==> src/rtl/wts_channel_sequencer_if.sv <==
// Bundles the sequencer's sample-tick, selector and wave-RAM signals.
// slave: the sequencer side. master: the register file / selector / RAM side.
interface wts_channel_sequencer_if #(
   parameter int FREQ_BITS = 12
);
   logic                 tick;
   logic [4:0]           key_on;
   logic [FREQ_BITS-1:0] freq;
   logic [2:0]           active;
   logic                 busy;
   logic [7:0]           wave_address;
   logic                 address_valid;
   logic                 frame_done;
   logic                 overrun;

   modport master (
      output tick, key_on, freq,
      input  active, busy, wave_address, address_valid, frame_done, overrun
   );

   modport slave (
      input  tick, key_on, freq,
      output active, busy, wave_address, address_valid, frame_done, overrun
   );
endinterface

==> src/rtl/wts_channel_sequencer.sv <==
// Time-multiplexed phase sequencer for the 5-channel wave table engine.
// Each sample tick walks channels 0..4 through SELECT/CALC/EMIT, updates that
// channel's divider counter and wave pointer, and emits one wave-RAM address.
// Optional feature macro: WTS_SEQ_OVERRUN_EN (1-deep tick pending flag plus
// sticky overrun). Without it, ticks arriving mid-frame are dropped.
module wts_channel_sequencer #(
   parameter int FREQ_BITS = 12,
   parameter int MIN_FREQ  = 9
) (
   input  logic                    clk,
   input  logic                    nreset,
   wts_channel_sequencer_if.slave  bus
);

   typedef enum logic [1:0] {IDLE, SELECT, CALC, EMIT} state_t;

   state_t               state;
   state_t               state_nxt;
   logic [2:0]           ch;
   logic [2:0]           ch_nxt;
   logic                 start;
   logic                 pending;
   logic                 overrun_q;

   logic [FREQ_BITS-1:0] freq_p0;
   logic [FREQ_BITS-1:0] cnt [0:4];
   logic [4:0]           ptr [0:4];
   logic [FREQ_BITS-1:0] cnt_cur;
   logic [FREQ_BITS-1:0] cnt_upd;
   logic [4:0]           ptr_cur;
   logic [4:0]           ptr_upd;

   assign start = (state == IDLE) && (bus.tick || pending);

   // State and channel index register
   always_ff @(posedge clk or negedge nreset) begin
      if (!nreset) begin
         state <= IDLE;
         ch    <= 3'd0;
      end else begin
         state <= state_nxt;
         ch    <= ch_nxt;
      end
   end

   // Next-state: three slots per channel, back to IDLE after channel 4 emits
   always_comb begin
      state_nxt = state;
      ch_nxt    = ch;
      case (state)
         IDLE: begin
            ch_nxt = 3'd0;
            if (start) state_nxt = SELECT;
         end
         SELECT: state_nxt = CALC;
         CALC:   state_nxt = EMIT;
         EMIT: begin
            if (ch == 3'd4) begin
               state_nxt = IDLE;
               ch_nxt    = 3'd0;
            end else begin
               state_nxt = SELECT;
               ch_nxt    = ch + 3'd1;
            end
         end
         default: begin
            state_nxt = IDLE;
            ch_nxt    = 3'd0;
         end
      endcase
   end

   // Capture the selector's frequency at the end of the channel's SELECT slot
   always_ff @(posedge clk) begin
      if (state == SELECT) freq_p0 <= bus.freq;
   end

   // Divider/pointer update for the channel currently in CALC
   always_comb begin
      cnt_cur = cnt[ch];
      ptr_cur = ptr[ch];
      cnt_upd = cnt_cur;
      ptr_upd = ptr_cur;
      if (!bus.key_on[ch]) begin
         cnt_upd = freq_p0;
         ptr_upd = 5'd0;
      end else if (freq_p0 < FREQ_BITS'(MIN_FREQ)) begin
         cnt_upd = cnt_cur;
         ptr_upd = ptr_cur;
      end else if (cnt_cur == '0) begin
         cnt_upd = freq_p0;
         ptr_upd = ptr_cur + 5'd1;
      end else begin
         cnt_upd = cnt_cur - 1'b1;
      end
   end

   // Per-channel counter/pointer storage, written once per frame in CALC
   always_ff @(posedge clk or negedge nreset) begin
      if (!nreset) begin
         for (int i = 0; i < 5; i++) begin
            cnt[i] <= '0;
            ptr[i] <= 5'd0;
         end
      end else if (state == CALC) begin
         cnt[ch] <= cnt_upd;
         ptr[ch] <= ptr_upd;
      end
   end

`ifdef WTS_SEQ_OVERRUN_EN
   // One-deep pending tick; a second tick while one is pending is an overrun
   always_ff @(posedge clk or negedge nreset) begin
      if (!nreset) begin
         pending   <= 1'b0;
         overrun_q <= 1'b0;
      end else if (start) begin
         pending <= 1'b0;
      end else if (bus.tick && (state != IDLE)) begin
         if (pending) overrun_q <= 1'b1;
         pending <= 1'b1;
      end
   end
`else
   assign pending   = 1'b0;
   assign overrun_q = 1'b0;
`endif

   assign bus.active        = ch;
   assign bus.busy          = (state != IDLE);
   assign bus.address_valid = (state == EMIT);
   assign bus.wave_address  = (state == EMIT) ? {ch, ptr[ch]} : 8'h00;
   assign bus.frame_done    = (state == EMIT) && (ch == 3'd4);
   assign bus.overrun       = overrun_q;

endmodule

==> src/flat_wrapper.sv <==
// flat-port wrapper written by rule: the top's interface ports become plain ports
module wts_channel_sequencer_flat 
#(
   parameter int FREQ_BITS = 12,
   parameter int MIN_FREQ  = 9
)
  (clk, nreset, bus_tick, bus_key_on, bus_freq, bus_active, bus_busy, bus_wave_address, bus_address_valid, bus_frame_done, bus_overrun);
  wts_channel_sequencer_if #(.FREQ_BITS(FREQ_BITS)) bus_i ();
  input  logic clk;
  input  logic nreset;
  input wire logic [$bits(bus_i.tick)-1:0] bus_tick;
  input wire logic [$bits(bus_i.key_on)-1:0] bus_key_on;
  input wire logic [$bits(bus_i.freq)-1:0] bus_freq;
  output wire logic [$bits(bus_i.active)-1:0] bus_active;
  output wire logic [$bits(bus_i.busy)-1:0] bus_busy;
  output wire logic [$bits(bus_i.wave_address)-1:0] bus_wave_address;
  output wire logic [$bits(bus_i.address_valid)-1:0] bus_address_valid;
  output wire logic [$bits(bus_i.frame_done)-1:0] bus_frame_done;
  output wire logic [$bits(bus_i.overrun)-1:0] bus_overrun;
  assign bus_i.tick = bus_tick;
  assign bus_i.key_on = bus_key_on;
  assign bus_i.freq = bus_freq;
  assign bus_active = bus_i.active;
  assign bus_busy = bus_i.busy;
  assign bus_wave_address = bus_i.wave_address;
  assign bus_address_valid = bus_i.address_valid;
  assign bus_frame_done = bus_i.frame_done;
  assign bus_overrun = bus_i.overrun;
  wts_channel_sequencer #(.FREQ_BITS(FREQ_BITS), .MIN_FREQ(MIN_FREQ)) u_core (.clk(clk), .nreset(nreset), .bus(bus_i));
endmodule
==> config.mk <==
export PLATFORM = sky130hd
export DESIGN_NAME = wts_channel_sequencer_flat
export DESIGN_NICKNAME = d
export VERILOG_FILES = /design/src/rtl/wts_channel_sequencer_if.sv /design/src/rtl/wts_channel_sequencer.sv /design/src/flat_wrapper.sv
export SDC_FILE = /design/constraint.sdc
export NUM_CORES = 1
export LEC_CHECK = 0
export ABC_CLOCK_PERIOD_IN_PS = 6200
export CELL_PAD_IN_SITES_DETAIL_PLACEMENT = 1
export CELL_PAD_IN_SITES_GLOBAL_PLACEMENT = 1
export CORE_ASPECT_RATIO = 1.25
export CORE_MARGIN = 8
export CORE_UTILIZATION = 50
export DETAILED_ROUTE_END_ITERATION = 8
export HOLD_SLACK_MARGIN = 0.15
export PLACE_DENSITY_LB_ADDON = 0.1
export SYNTH_ARGS = -nofsm -noshare
export SYNTH_HDL_FRONTEND = slang
export SYNTH_SLANG_ARGS = --single-unit
export TNS_END_PERCENT = 10
==> constraint.sdc <==
create_clock -name clk -period 6.2 [get_ports clk]
set_input_delay 1.24 -clock clk [delete_from_list [all_inputs] [get_ports clk]]
set_output_delay 1.24 -clock clk [all_outputs]
set_load 0.02 [all_outputs]
# Yosys cells after proc, flatten, opt, wreduce, memory -nomap -nowiden

Cells that the tools add are included.

Bitwise gates (word level): 1
$add $sub $neg: 3
Reduce and logical (&&, ||, !) cells: 7
$lt $le $gt $ge: 4
Multiplexer cells: 26
Eq/ne operators: 5

Operator list:

| operator                | number |
|---|---|
| $mux W12                | 6 |
| $bwmux W60              | 1 |
| $bmux W12 S3            | 1 |
| $demux W12 S3           | 1 |
| $mux W5                 | 6 |
| $bwmux W25              | 1 |
| $bmux W5 S3             | 1 |
| $demux W5 S3            | 1 |
| $logic_not A12 Y1       | 1 |
| $lt A12 B4 Y1 const B   | 1 |
| $sub A12 B1 Y12 const B | 1 |
| $mux W8                 | 1 |
| $pmux W2 S4             | 1 |
| $pmux W3 S2             | 1 |
| $add A5 B1 Y5 const B   | 1 |
| $eq A2 B2 Y1 const B    | 2 |
| $ge A4 B4 Y1 const B    | 1 |
| $lt A3 B4 Y1 const B    | 1 |
| $lt A4 B1 Y1 const B    | 1 |
| $not A3 Y4              | 1 |
| $reduce_bool A2 Y1      | 2 |
| $add A3 B1 Y3 const B   | 1 |
| $bmux W1 S3             | 1 |
| $eq A3 B3 Y1 const B    | 1 |
| 7 further kinds         | 10 |

Input port bits: 20
Output and inout port bits: 15
Logic and storage cells: 59
Bits in registers: 102

# Depth between registers and ports, before layout

Word-level depth: 9
Depth in mapped cells: 14
Gate-level depth less buffers: 9

# Least setup slack after synthesis

No wires, ideal clock.

Path kind: register to register
Start: register u_core.ch[0], in the netlist u_core.bus.active[0]
End: register u_core.ptr[24] (netlist bit)
Cell stages (with the launch flop): 13
Arrival time: 3184 ps
Library setup time: 124 ps
Clock period less this slack: 3308 ps
Data required time: 6076 ps
Path buffers: 3
Path slack: 2892 ps
Path through: dfrtp_1 buf_6 buf_6 buf_6 mux2i_1 o22ai_1 a21oi_1 ha_1 nor4b_2 nand4_2 nor4_4 nor3_1 a211o_1

Cells in the longest elaborated chain, start to end: 9
Elaborated cells on any way between the ends: 20
Those cells by class: add/sub: 1; order compare: 2; mux: 14; bitwise: 1; reduce/logical: 2

RTL lines:

| element                                                                       | line                                                                                   | source |
|---|---|---|
| start, declared                                                               | wts_channel_sequencer.sv:19                                                            | `logic [2:0] ch;` |
| start signal, assigned                                                        | wts_channel_sequencer.sv:42                                                            | `ch <= ch_nxt;` |
| $not A3 Y4 (implied by the code)                                              | wts_channel_sequencer.sv:80, wts_channel_sequencer.sv:81, wts_channel_sequencer.sv:107 |  |
| $bmux W5 S3 / $bmux W12 S3 (equally long branches)                            | wts_channel_sequencer.sv:81, wts_channel_sequencer.sv:80                               |  |
| $mux W5 (implied by the code) / $mux W12 (equally long branches) (2 in a row) | wts_channel_sequencer.sv:81, wts_channel_sequencer.sv:80                               |  |
| $add A5 B1 Y5 / $logic_not A12 Y1 (equally long branches)                     | wts_channel_sequencer.sv:92, wts_channel_sequencer.sv:90                               |  |
| $mux W5                                                                       | wts_channel_sequencer.sv:90                                                            | `end else if (cnt_cur == '0) begin` |
| $mux W5                                                                       | wts_channel_sequencer.sv:87                                                            | `end else if (freq_p0 < FREQ_BITS'(MIN_FREQ)) begin` |
| $mux W5                                                                       | wts_channel_sequencer.sv:84                                                            | `if (!bus.key_on[ch]) begin` |
| $bwmux W25 (*)                                                                | wts_channel_sequencer.sv:107                                                           | `ptr[ch] <= ptr_upd;` |
| end signal, assigned by index                                                 | wts_channel_sequencer.sv:107                                                           |  |
| end, declared                                                                 | wts_channel_sequencer.sv:27                                                            | `logic [4:0] ptr [0:4];` |

Mark *: on every way between the ends. The rest lies on a longest branch, timed or not. The select of a mux whose other input is x is not followed.
A chain may end at the register's enable or synchronous reset.

# Worst setup path after layout

Start: register u_core.ch[1], in the netlist u_core.bus.active[1]
End: output bus_wave_address[4]

Cells in the longest elaborated chain, start to end: 5

RTL lines:

| element                                    | line                         | source |
|---|---|---|
| $not A3 Y4 (implied by the code)           | wts_channel_sequencer.sv:132 | `assign bus.wave_address = (state == EMIT) ? {ch, ptr[ch]} : 8'h00;` |
| $bmux W5 S3                                | wts_channel_sequencer.sv:132 |  |
| $mux W5 (implied by the code) (2 in a row) | wts_channel_sequencer.sv:132 |  |
| $mux W8                                    | wts_channel_sequencer.sv:132 |  |
| end, declared                              | flat_wrapper.sv:16           | `output wire logic [$bits(bus_i.wave_address)-1:0] bus_wave_address;` |

No other way between the ends. The select of a mux whose other input is x is not followed.

==> impl_results.md <==
* Result of the run: completed
* First-pass GRT wire length at 25.4 mm
* Syn Inst Count at 554
* Layout overhead on the synthesized area at 12.9%
* Clock sinks at 102
* Type of origin of the critical path: flop
* Async S/R FF share, synth at 88.2%
* Unique masters post-synth at 64
* Sequential share of the synthesized area at 47.7%
* Mapped Area at 5480 um^2
* Final worst path period share at 73.9%
* Initial DRT Pass Iterations at 5
* # nets final at 605
* Clk slew on worst S/H paths at 70 ps
* Top-count cell post-synth: nand2_1
* FF+latch area at 2610 um^2
* Minimum clock period at 4580 ps
* Hold-fix buffers, CTS at 0
* Worst slew pin tran at 1190 ps
* Lkg Pwr at 2.59 nW
* Final Max Tran Viols at 0
* #FFs+latches synth at 102
* 1st-iter DRT viols at 240
* Smallest hold slack at 479 ps
* Detailed-route via count at 4430
* Max-Cap Viols at 0
* CP required at 4960 ps
* Final Hold Viols at 0
* PwrDens at 521 nW/um^2
* R2R Setup Slk at 1680 ps
* Synth area leader: dfrtp_1
* TritonCTS buffer count at 9
* Hold Path Class: flop to flop
* Synth warn at 0
* FP Rows at 42
* DP Wirelength at 10.7 mm
* Die footprint at 14600 um^2
* Number of synthesized flops with an enable pin at 12
* CP endpoint kind: output port
* Clock Power Share at 19.0%
* Residual DRC at 0
* I/O Buffers at 33
* Core area at 10600 um^2
* Share of layout cells above drive strength 1 at 10.5%
* Syn avg cell area at 9.89 um^2
* Critical path class: flop to output port
* Syn Nets at 583
* Initial Utilization at 51.6%
* Clock Tree Buf Depth at 2
* Slowest stage delay, CP at 970 ps
* Tot GR Track Use at 22.3%
* Postcts setup bufs at 0
* Worst-path fanout max at 22
* IO Pins at 35
* Worst path arrival time at 3340 ps
* Root buffer cell: clkbuf_16
* Post-DP Area at 5860 um^2
* Crit-path slowest cell: dfrtp_1
* CTS tree: yes
* IR Drop Worst-Case VDD at 0.241 mV
* Post_cts resized at 0
* Vias in the first global route at 4808
* Sw Pwr at 0.00138 W
* Top_reg_cell synth: dfrtp_1
* Setup TNS at 0 ps
* Routed Antenna Nets at 0
* Via density at 6.21
* Area share of the largest cell type after synthesis at 41.1%
* Worst-skew pair later-pin latency at 350 ps
* Initial antenna violation count at 0
* Wire per inst at 21.6 um
* Seq pwr share at 36.3%
* Routability congestion estimate at 0.858
* Largest cells by area after synthesis: dfrtp_1 41%, nand2_1 6.7%, edfxtp_1 6.6%, mux2i_1 4.7%, o21ai_0 3.4%
* Antenna cells at 0
* Clk_skew at 4.70 ps
* Finished layout cell area at 6180 um^2
* H-tree Lvls at 3
* Top cells by count, synth: 98 x nand2_1, 90 x dfrtp_1, 37 x o21ai_0
* Slew headroom at 20.3%
* Max frequency at 218 MHz
* Die extent in y at 133 um
* Final number of setup-violating endpoints at 0
* Crit-path cells: nand2b_1 -> o22ai_1 -> and2_1 -> clkdlybuf4s50_1
* Largest net degree at the start of global routing at 48
* Fill cells at 1193
* GR Overflow Total at 0
* Die Span X at 110 um
* RSZ-0062 raised after global routing: false
* Final Util at 58.3%
* Detailed Route WL at 15.4 mm
* Cell Int Power at 0.00184 W
* Multi-input gate area at 2670 um^2
* Comb power frac at 44.7%
* Net Sw Frac at 42.8%
[state kept, by name (all words and copies together) (netlist names)]
register and count:
u_core.ptr 25, u_core.freq_p0 12, u_core.state 2, u_core.cnt 60, u_core.bus.active 3
[kinds of logic after synthesis]
| group | after synthesis | synth area share [%] |
|---|---|---|
| muxes | 40 | 8.11 |
| other | 1 | 0.0684 |
| AOI/OAI and AO/OA | 144 | 18.0 |
| xor gates and xnor gates | 8 | 1.28 |
| buffers and inverters | 36 | 3.56 |
| adders and majority gates | 9 | 2.06 |
| DFF | 102 | 47.7 |
| and+or+nand+nor | 214 | 19.3 |
[metrics by stage]
step                power [W]  instances  setup WS, ps
floorplan             0.00218        554          2890
global placement      0.00253        697          1940
detailed placement    0.00260        697          1820
CTS                   0.00323        713          1660
global route          0.00344        713          1420
finish                0.00322        713          1620
[layout make-up]
| cell class | instances | area share (%) |
|---|---|---|
| multi-input cells | 416 | 43.2 |
| flip-flops and latches | 102 | 42.3 |
| repair buffers | 41 | 6.27 |
| clock buffers | 9 | 3.64 |
| well taps | 132 | 2.67 |
| clock inverters | 7 | 1.58 |
| inverters | 6 | 0.364 |
[layer usage]
metal	track usage [%]	up-vias	part of all wire (%)
li1	-	2069	-
met1	28.8	2239	43
met2	36.7	98	51
met3	3.64	24	4.1
met4	7.15	0	2.0
met5	0	-	0
[power groups by stage]
stage / logic, W / registers, W / clock network [W]
2_1_floorplan: 0.00110 / 0.00108 / 0
3_3_place_gp: 0.00137 / 0.00116 / 0
3_5_place_dp: 0.00142 / 0.00118 / 0
4_1_cts: 0.00144 / 0.00117 / 0.000622
5_1_grt: 0.00159 / 0.00120 / 0.000645
6_report: 0.00144 / 0.00117 / 0.000611
[final timing paths]
path / start / end / cells after the start
worst max-delay path: u_core.bus.active[1] / bus_wave_address[4] / 4
worst min-delay path: u_core.cnt[5] / u_core.cnt[5] / 2
worst max register to register: u_core.bus.active[2] / u_core.cnt[48] / 10
worst min register to register: u_core.cnt[5] / u_core.cnt[5] / 2
max in group asynchronous: nreset / u_core.cnt[4] / 2
min in group asynchronous: nreset / u_core.ptr[23] / 1
[worst max-delay path, delay by kind of cell, from the launching register on]
kind / cells / cell delay, ps
AO/OA/AOI/OAI: 1 / 560
buffers and inverters: 1 / 600
flip-flops: 1 / 970
AND/OR/NAND/NOR: 2 / 870
[cell usage in the layout (no fill, tap or decap), types with 10 or more instances in the layout]
cell and count:
edfxtp_1 12, nand2_1 98, nor2_1 27, o21ai_0 37, mux2_2 10, o21ai_1 20, o22ai_1 10, clkdlybuf4s50_1 32
and2_1 10, dfrtp_1 89, nand4_1 11, nand3_1 24, a21oi_1 14, o211ai_1 10, mux2i_1 26
No activity file was read; power rests on OpenSTA's default activity.
